===== src/rtl/redirection_ctrl_unit_if.sv =====
// Handshake bundle between the ID stage and the redirection control unit.
// The slave modport is the unit itself; the master modport is the ID-stage side.
// Optional macro: REDIRECTION_STALL_COUNT_EN adds the stall_count signal.
interface redirection_ctrl_unit_if #(
    parameter int REG_BITS = 5,
    parameter int CNT_W    = 32
);
    logic                id_valid;
    logic [REG_BITS-1:0] id_rs;
    logic [REG_BITS-1:0] id_rt;
    logic                id_rs_used;
    logic                id_rt_used;
    logic                id_wr_en;
    logic [REG_BITS-1:0] id_wr_reg;
    logic                id_is_load;
    logic                flush;
    logic [3:0]          redirection_ctrl;
    logic                stall;
    logic                ex_bubble;
`ifdef REDIRECTION_STALL_COUNT_EN
    logic [CNT_W-1:0]    stall_count;

    modport master (
        output id_valid, id_rs, id_rt, id_rs_used, id_rt_used,
               id_wr_en, id_wr_reg, id_is_load, flush,
        input  redirection_ctrl, stall, ex_bubble, stall_count
    );
    modport slave (
        input  id_valid, id_rs, id_rt, id_rs_used, id_rt_used,
               id_wr_en, id_wr_reg, id_is_load, flush,
        output redirection_ctrl, stall, ex_bubble, stall_count
    );
`else
    modport master (
        output id_valid, id_rs, id_rt, id_rs_used, id_rt_used,
               id_wr_en, id_wr_reg, id_is_load, flush,
        input  redirection_ctrl, stall, ex_bubble
    );
    modport slave (
        input  id_valid, id_rs, id_rt, id_rs_used, id_rt_used,
               id_wr_en, id_wr_reg, id_is_load, flush,
        output redirection_ctrl, stall, ex_bubble
    );
`endif
endinterface


===== src/rtl/redirection_ctrl_unit.sv =====
// Hazard / forwarding control for a 5-stage MIPS pipeline, located in ID.
// Tracks the destination info of the instructions in EX and MEM, raises a
// one-cycle load-use stall, and registers the 4-bit operand redirection
// selection that the EX muxes use while the instruction sits in EX.
// Optional macro: REDIRECTION_STALL_COUNT_EN adds a wrapping stall counter.
module redirection_ctrl_unit #(
    parameter int REG_BITS = 5,
    parameter int CNT_W    = 32
) (
    input  logic                   clk,
    input  logic                   rst,
    redirection_ctrl_unit_if.slave bus
);
    typedef struct packed {
        logic                valid;
        logic                wr_en;
        logic [REG_BITS-1:0] wr_reg;
        logic                is_load;
    } rec_t;

    // Reject nonsensical widths at elaboration time.
    generate
        if (REG_BITS < 1 || CNT_W < 1) begin : g_bad_cfg
            $error("redirection_ctrl_unit: REG_BITS and CNT_W must be >= 1");
        end
    endgenerate

    rec_t       e_reg;     // instruction currently in EX
    rec_t       m_reg;     // instruction currently in MEM
    rec_t       e_next;
    rec_t       id_rec;
    logic [3:0] ctrl_reg;
    logic [3:0] ctrl_next;
    logic       ex_bubble_reg;
    logic       stall_c;
    logic       advance;

    logic [REG_BITS-1:0] src  [2];
    logic                used [2];

    assign src[0]  = bus.id_rs;
    assign src[1]  = bus.id_rt;
    assign used[0] = bus.id_rs_used;
    assign used[1] = bus.id_rt_used;

    // A producer matches when it is live, writes, targets r, and r is not $0.
    function automatic logic hit(input rec_t x, input logic [REG_BITS-1:0] r);
        return x.valid && x.wr_en && (x.wr_reg == r) && (r != '0);
    endfunction

    // Load-use detection and the decision whether ID advances into EX.
    always_comb begin
        stall_c = 1'b0;
        advance = 1'b0;
        id_rec  = '0;
        e_next  = '0;
        stall_c = bus.id_valid && !bus.flush && e_reg.is_load &&
                  ((used[0] && hit(e_reg, src[0])) ||
                   (used[1] && hit(e_reg, src[1])));
        // Flush has priority: the killed instruction never stalls nor forwards.
        advance = bus.id_valid && !stall_c && !bus.flush;
        id_rec.valid   = bus.id_valid;
        id_rec.wr_en   = bus.id_wr_en;
        id_rec.wr_reg  = bus.id_wr_reg;
        id_rec.is_load = bus.id_is_load;
        if (advance) begin
            e_next = id_rec;
        end
    end

    // Per-operand selection: bit 2*gi from EX (alu_out), bit 2*gi+1 from MEM.
    // The younger producer in EX takes priority over MEM.
    generate
        for (genvar gi = 0; gi < 2; gi++) begin : g_operand
            assign ctrl_next[2*gi]   = advance && used[gi] &&
                                       hit(e_reg, src[gi]) && !e_reg.is_load;
            assign ctrl_next[2*gi+1] = advance && used[gi] &&
                                       hit(m_reg, src[gi]) && !ctrl_next[2*gi];
        end
    endgenerate

    // Pipeline tracking records and the registered EX-side outputs.
    always_ff @(posedge clk) begin
        if (rst) begin
            e_reg         <= '0;
            m_reg         <= '0;
            ctrl_reg      <= 4'b0000;
            ex_bubble_reg <= 1'b1;
        end else begin
            m_reg         <= e_reg;
            e_reg         <= e_next;
            ctrl_reg      <= ctrl_next;
            ex_bubble_reg <= !advance;
        end
    end

    assign bus.redirection_ctrl = ctrl_reg;
    assign bus.ex_bubble        = ex_bubble_reg;
    assign bus.stall            = stall_c;

`ifdef REDIRECTION_STALL_COUNT_EN
    logic [CNT_W-1:0] stall_count_reg;

    // Counts stall cycles; wraps naturally from all-ones to zero.
    always_ff @(posedge clk) begin
        if (rst) begin
            stall_count_reg <= '0;
        end else if (stall_c) begin
            stall_count_reg <= stall_count_reg + CNT_W'(1);
        end
    end

    assign bus.stall_count = stall_count_reg;
`endif
endmodule


===== src/flat_wrapper.sv =====
// flat-port wrapper written by rule: the top's interface ports become plain ports
module redirection_ctrl_unit_flat 
#(
    parameter int REG_BITS = 5,
    parameter int CNT_W    = 32
)
  (clk, rst, bus_id_valid, bus_id_rs, bus_id_rt, bus_id_rs_used, bus_id_rt_used, bus_id_wr_en, bus_id_wr_reg, bus_id_is_load, bus_flush, bus_redirection_ctrl, bus_stall, bus_ex_bubble);
  redirection_ctrl_unit_if #(.REG_BITS(REG_BITS), .CNT_W(CNT_W)) bus_i ();
  input  logic clk;
  input  logic rst;
  input wire logic [$bits(bus_i.id_valid)-1:0] bus_id_valid;
  input wire logic [$bits(bus_i.id_rs)-1:0] bus_id_rs;
  input wire logic [$bits(bus_i.id_rt)-1:0] bus_id_rt;
  input wire logic [$bits(bus_i.id_rs_used)-1:0] bus_id_rs_used;
  input wire logic [$bits(bus_i.id_rt_used)-1:0] bus_id_rt_used;
  input wire logic [$bits(bus_i.id_wr_en)-1:0] bus_id_wr_en;
  input wire logic [$bits(bus_i.id_wr_reg)-1:0] bus_id_wr_reg;
  input wire logic [$bits(bus_i.id_is_load)-1:0] bus_id_is_load;
  input wire logic [$bits(bus_i.flush)-1:0] bus_flush;
  output wire logic [$bits(bus_i.redirection_ctrl)-1:0] bus_redirection_ctrl;
  output wire logic [$bits(bus_i.stall)-1:0] bus_stall;
  output wire logic [$bits(bus_i.ex_bubble)-1:0] bus_ex_bubble;
  assign bus_i.id_valid = bus_id_valid;
  assign bus_i.id_rs = bus_id_rs;
  assign bus_i.id_rt = bus_id_rt;
  assign bus_i.id_rs_used = bus_id_rs_used;
  assign bus_i.id_rt_used = bus_id_rt_used;
  assign bus_i.id_wr_en = bus_id_wr_en;
  assign bus_i.id_wr_reg = bus_id_wr_reg;
  assign bus_i.id_is_load = bus_id_is_load;
  assign bus_i.flush = bus_flush;
  assign bus_redirection_ctrl = bus_i.redirection_ctrl;
  assign bus_stall = bus_i.stall;
  assign bus_ex_bubble = bus_i.ex_bubble;
  redirection_ctrl_unit #(.REG_BITS(REG_BITS), .CNT_W(CNT_W)) u_core (.clk(clk), .rst(rst), .bus(bus_i));
endmodule

===== config.mk =====
export PLATFORM = sky130hd
export DESIGN_NAME = redirection_ctrl_unit_flat
export DESIGN_NICKNAME = d
export VERILOG_FILES = /design/src/rtl/redirection_ctrl_unit_if.sv /design/src/rtl/redirection_ctrl_unit.sv /design/src/flat_wrapper.sv
export SDC_FILE = /design/constraint.sdc
export NUM_CORES = 1
export LEC_CHECK = 0
export ABC_AREA = 1
export ABC_CLOCK_PERIOD_IN_PS = 1350
export CORE_MARGIN = 2
export CORE_UTILIZATION = 46
export DETAILED_ROUTE_END_ITERATION = 10
export PLACE_DENSITY = 0.87
export SLEW_MARGIN = 20
export SYNTH_ARGS = -nofsm -noshare
export SYNTH_HDL_FRONTEND = slang
export SYNTH_SLANG_ARGS = --single-unit
export TNS_END_PERCENT = 100

===== constraint.sdc =====
create_clock -name clk -period 1.35 [get_ports clk]
set_input_delay 0.135 -clock clk [delete_from_list [all_inputs] [get_ports clk]]
set_output_delay 0.135 -clock clk [all_outputs]
set_load 0.01 [all_outputs]

==> tab_implementation.tex <==
\begin{tabular}{lr}
\hline
Metric & Value \\
\hline
\multicolumn{2}{l}{\textbf{Final layout}} \\
\quad Layout cell share with drive strength beyond 1 & 27.7\% \\
\quad Count of placed standard cells in the final layout, fillers left out & 219 \\
\quad Largest register FFs & 8 \\
\quad Final-stage net count & 215 \\
\quad Area occupied by multi-input gates & 474 µm² \\
\quad Reg area & 409 µm² \\
\quad Area Overhead vs Synth & 48.0\% \\
\quad Antenna diodes & 0 \\
\quad Number of fill cells in the layout & 162 \\
\multicolumn{2}{l}{\textbf{Yosys}} \\
\quad Number of storage elements in the synthesis netlist & 20 \\
\quad Yosys top cell area share & 39.5\% \\
\quad Number of enable-type register cells in the synthesized netlist & 0 \\
\quad Yosys Warn Count & 0 \\
\quad Unique masters post-synth & 22 \\
\quad Share of async-settable or async-resettable flops after synthesis & 0\% \\
\quad Top-count cell post-synth & sky130\_fd\_sc\_hd\_\_nand2\_1 \\
\quad Synthesized area divided by synthesized cell count & 7.00 µm² \\
\quad Sequential-to-total area share from yosys stat & 39.5\% \\
\quad Cells taking the most area after synthesis & sky130\_fd\_sc\_hd\_\_dfxtp\_1, sky130\_fd\_sc\_hd\_\_nand2\_1, sky130\_fd\_sc\_hd\_\_inv\_1 \\
\quad Most instantiated cells after synthesis & sky130\_fd\_sc\_hd\_\_nand2\_1, sky130\_fd\_sc\_hd\_\_inv\_1, sky130\_fd\_sc\_hd\_\_dfxtp\_1, sky130\_fd\_sc\_hd\_\_nor2\_1, sky130\_fd\_sc\_hd\_\_nor2\_2 \\
\quad Post-synthesis net count & 168 \\
\quad Count of mapped cells out of synthesis & 145 \\
\quad Cell type contributing the most total cell area after synthesis & sky130\_fd\_sc\_hd\_\_dfxtp\_1 \\
\quad Post-synth top flop & sky130\_fd\_sc\_hd\_\_dfxtp\_1 \\
\quad Combined area of all synthesized cells & 1010 µm² \\
\multicolumn{2}{l}{\textbf{Placement}} \\
\quad Post-DP HPWL & 1.96 mm \\
\quad Final weighted congestion in routability-driven placement & 0.974 \\
\quad Total placed cells including tap cells & 215 \\
\quad Count of input and output buffers & 28 \\
\multicolumn{2}{l}{\textbf{Timing}} \\
\quad Number of pins with negative max-slew slack in the final report & 0 \\
\quad Worst clock skew & 2.53 ps \\
\quad Worst-case headroom to the max-slew limit & 82.4\% \\
\quad Count of endpoints failing hold in the final timing report & 0 \\
\quad Final count of negative-setup-slack endpoints & 12 \\
\quad RSZ-0062 raised after global routing & true \\
\quad Slew at the pin closest to its max-slew limit & 262 ps \\
\quad Fmax & 0.636 GHz \\
\quad Fin worst setup slack & -222 ps \\
\quad Minimum clock period after layout & 1570 ps \\
\quad Final Cycle Share & 116\% \\
\multicolumn{2}{l}{\textbf{Worst setup path}} \\
\quad Reg2reg end & u\_core.bus.redirection\_ctrl[2] \\
\quad Crit path kind & reg2out \\
\quad Crit Reg-Reg Startpoint & u\_core.e\_reg[4] \\
\quad Critical Path RT & 1220 ps \\
\quad Worst path arrival time & 1440 ps \\
\quad Reg2Reg Setup Slack & -130 ps \\
\quad Worst Setup End Kind & primary output \\
\quad Termination of the worst setup path & bus\_stall \\
\quad Origin of the worst setup path & u\_core.e\_reg[4] \\
\quad Worst setup SP type & flip-flop \\
\quad Count of cells along the worst register-to-register path & 11 \\
\quad Largest fanout of any net on the critical path & 3 \\
\multicolumn{2}{l}{\textbf{Clocking}} \\
\quad Clock-pin slew of the registers on the worst-case setup and hold paths & 110 ps \\
\quad CTS H-Tree Depth & 1 \\
\quad Hold-fix buffers at CTS & 0 \\
\quad CTS Sinks & 20 \\
\quad Root buffer selected by CTS & sky130\_fd\_sc\_hd\_\_clkbuf\_4 \\
\quad Number of setup buffers added after CTS & 0 \\
\quad Maximum buffer depth of the clock tree & 2 \\
\quad Clock tree from TritonCTS & done \\
\quad Later-pin clock latency in the skew report & 300 ps \\
\quad TritonCTS Buffers & 3 \\
\multicolumn{2}{l}{\textbf{Routing}} \\
\quad Number of detailed-route iterations in the first pass & 4 \\
\quad 1st-iter DRT viols & 38 \\
\quad DR vias & 1069 \\
\quad Via density per instance & 4.88 \\
\quad Number of design rule violations left after detail routing & 0 \\
\quad Post-detailed-routing wire length & 2.50 mm \\
\quad Detailed-route wire length per cell & 11.4 µm \\
\quad ANT nets after route & 0 \\
\multicolumn{2}{l}{\textbf{Global route}} \\
\quad First-pass GRT wire length & 3.97 mm \\
\quad GRT Util Overall & 20.6\% \\
\quad Number of global-route vias before repair & 1014 \\
\quad Largest net degree at the start of global routing & 12 \\
\quad GRT Residual Overflow & 0 \\
\quad Initial antenna violation count & 0 \\
\multicolumn{2}{l}{\textbf{Min path}} \\
\quad Classification of the worst-slack hold path & in2reg \\
\multicolumn{2}{l}{\textbf{Power and ir drop}} \\
\quad Cell area power density & 782 nW/µm² \\
\quad Leakage & 0.688 nW \\
\quad Final Total Pwr & 0.00117 W \\
\quad Peak supply drop & 0.613 mV \\
\multicolumn{2}{l}{\textbf{Floorplan}} \\
\quad Width of the chip & 51.0 µm \\
\quad Full die area & 2600 µm² \\
\quad Vertical extent of the die & 51.0 µm \\
\quad \# IOs & 29 \\
\quad Row count & 17 \\
\quad Initial Utilization & 47.2\% \\
\quad Core Area & 2150 µm² \\
\multicolumn{2}{l}{\textbf{Outcome}} \\
\quad Violations in the final reports & setup timing \\
\quad Status & finished, violations left \\
\multicolumn{2}{l}{\textbf{Job}} \\
\quad Max Cap Viol & 0 \\
\hline
\end{tabular}
## timing repair
item / in CTS / in global routing
pin swaps: 2 / 7
resized for setup: 12 / 6
setup endpoints to repair: 14 / 14
## logic make-up (layout without fill, tap and decap cells)
group,count (synthesis),in the layout,share of synthesized area [%]
flops,20,20,39.5
compound gates,8,8,5.18
simple gates,72,72,32.6
xor+xnor,9,9,7.77
buf+inv,36,82,15.0
## worst max-delay path, cell delays in order (launching register included)
cell                      delay [ps]
sky130_fd_sc_hd__dfxtp_4         390
sky130_fd_sc_hd__inv_4            40
sky130_fd_sc_hd__a21oi_2         130
sky130_fd_sc_hd__nand2_1          80
sky130_fd_sc_hd__nor2_2          160
sky130_fd_sc_hd__nand2_1          70
sky130_fd_sc_hd__nand2_1          80
sky130_fd_sc_hd__nand2_2          60
sky130_fd_sc_hd__inv_2            50
sky130_fd_sc_hd__buf_6            90
## through the flow
step / utilization (%) / setup WS (ps) / area [µm²] / hold WS, ps / setup TNS, ps
floorplan: - / 164 / 1010 / 262 / 0
global placement: 66.9 / -545 / 1440 / 410 / -4530
detailed placement: 66.9 / -586 / 1440 / 410 / -5120
CTS: 69.1 / -195 / 1490 / 339 / -724
global route: 69.9 / -314 / 1500 / 351 / -2510
finish: 69.9 / -222 / 1500 / 341 / -1470
## layout make-up
type | count | share of cell area (%)
Clock buffer | 4 | 2.42
Multi-Input combinational cell | 89 | 31.6
Timing Repair Buffer | 44 | 27.8
Sequential cell | 20 | 27.2
Inverter | 34 | 8.67
Tap cell | 28 | 2.33
## metal layers
metal	up-vias	part of all wire, %	GRT usage [%]
met3	15	6.0	2.34
met2	56	51	38.5
li1	516	-	-
met1	482	38	21.1
met5	-	0	0
met4	0	4.4	14.0
## report_power, final
group / switching (W) / internal [W] / leakage (nW)
Sequential: 0.00000867 / 0.000601 / 0.165
Clock: 0.000184 / 0.000165 / 0.0210
Combinational: 0.0000940 / 0.000121 / 0.502
Total: 0.000287 / 0.000887 / 0.688
## worst min path at each step
stage	start	to	slack (ps)	cells after the start
2_1_floorplan	bus_id_is_load	u_core.e_reg[0]	260	2
3_3_place_gp	u_core.e_reg[7]	u_core.m_reg[7]	410	2
3_5_place_dp	u_core.e_reg[6]	u_core.m_reg[6]	410	2
4_1_cts	bus_id_wr_reg[2]	u_core.e_reg[3]	340	3
5_1_grt	bus_id_wr_reg[2]	u_core.e_reg[3]	350	3
6_report	bus_id_wr_reg[2]	u_core.e_reg[3]	340	3
## cell usage in the layout, fill, tap and decap left out, types with 2 or more instances in the layout
cell                              Yosys  final
sky130_fd_sc_hd__buf_4                0     14
sky130_fd_sc_hd__buf_6                1      2
sky130_fd_sc_hd__clkbuf_4             0      3
sky130_fd_sc_hd__clkdlybuf4s50_1      0     26
sky130_fd_sc_hd__dfxtp_1             20     15
sky130_fd_sc_hd__dfxtp_2              0      4
sky130_fd_sc_hd__inv_1               27     26
sky130_fd_sc_hd__inv_2                7      7
sky130_fd_sc_hd__nand2_1             28     27
sky130_fd_sc_hd__nand2_2              2      3
sky130_fd_sc_hd__nand3_1              4      4
sky130_fd_sc_hd__nand4_1              2      2
sky130_fd_sc_hd__nor2_1              19     18
sky130_fd_sc_hd__nor2_2              13     14
sky130_fd_sc_hd__nor3_1               2      2
sky130_fd_sc_hd__o21ai_0              2      2
sky130_fd_sc_hd__o22ai_1              2      2
sky130_fd_sc_hd__xnor2_1              8      8
No activity file was read; power rests on OpenSTA's default activity.
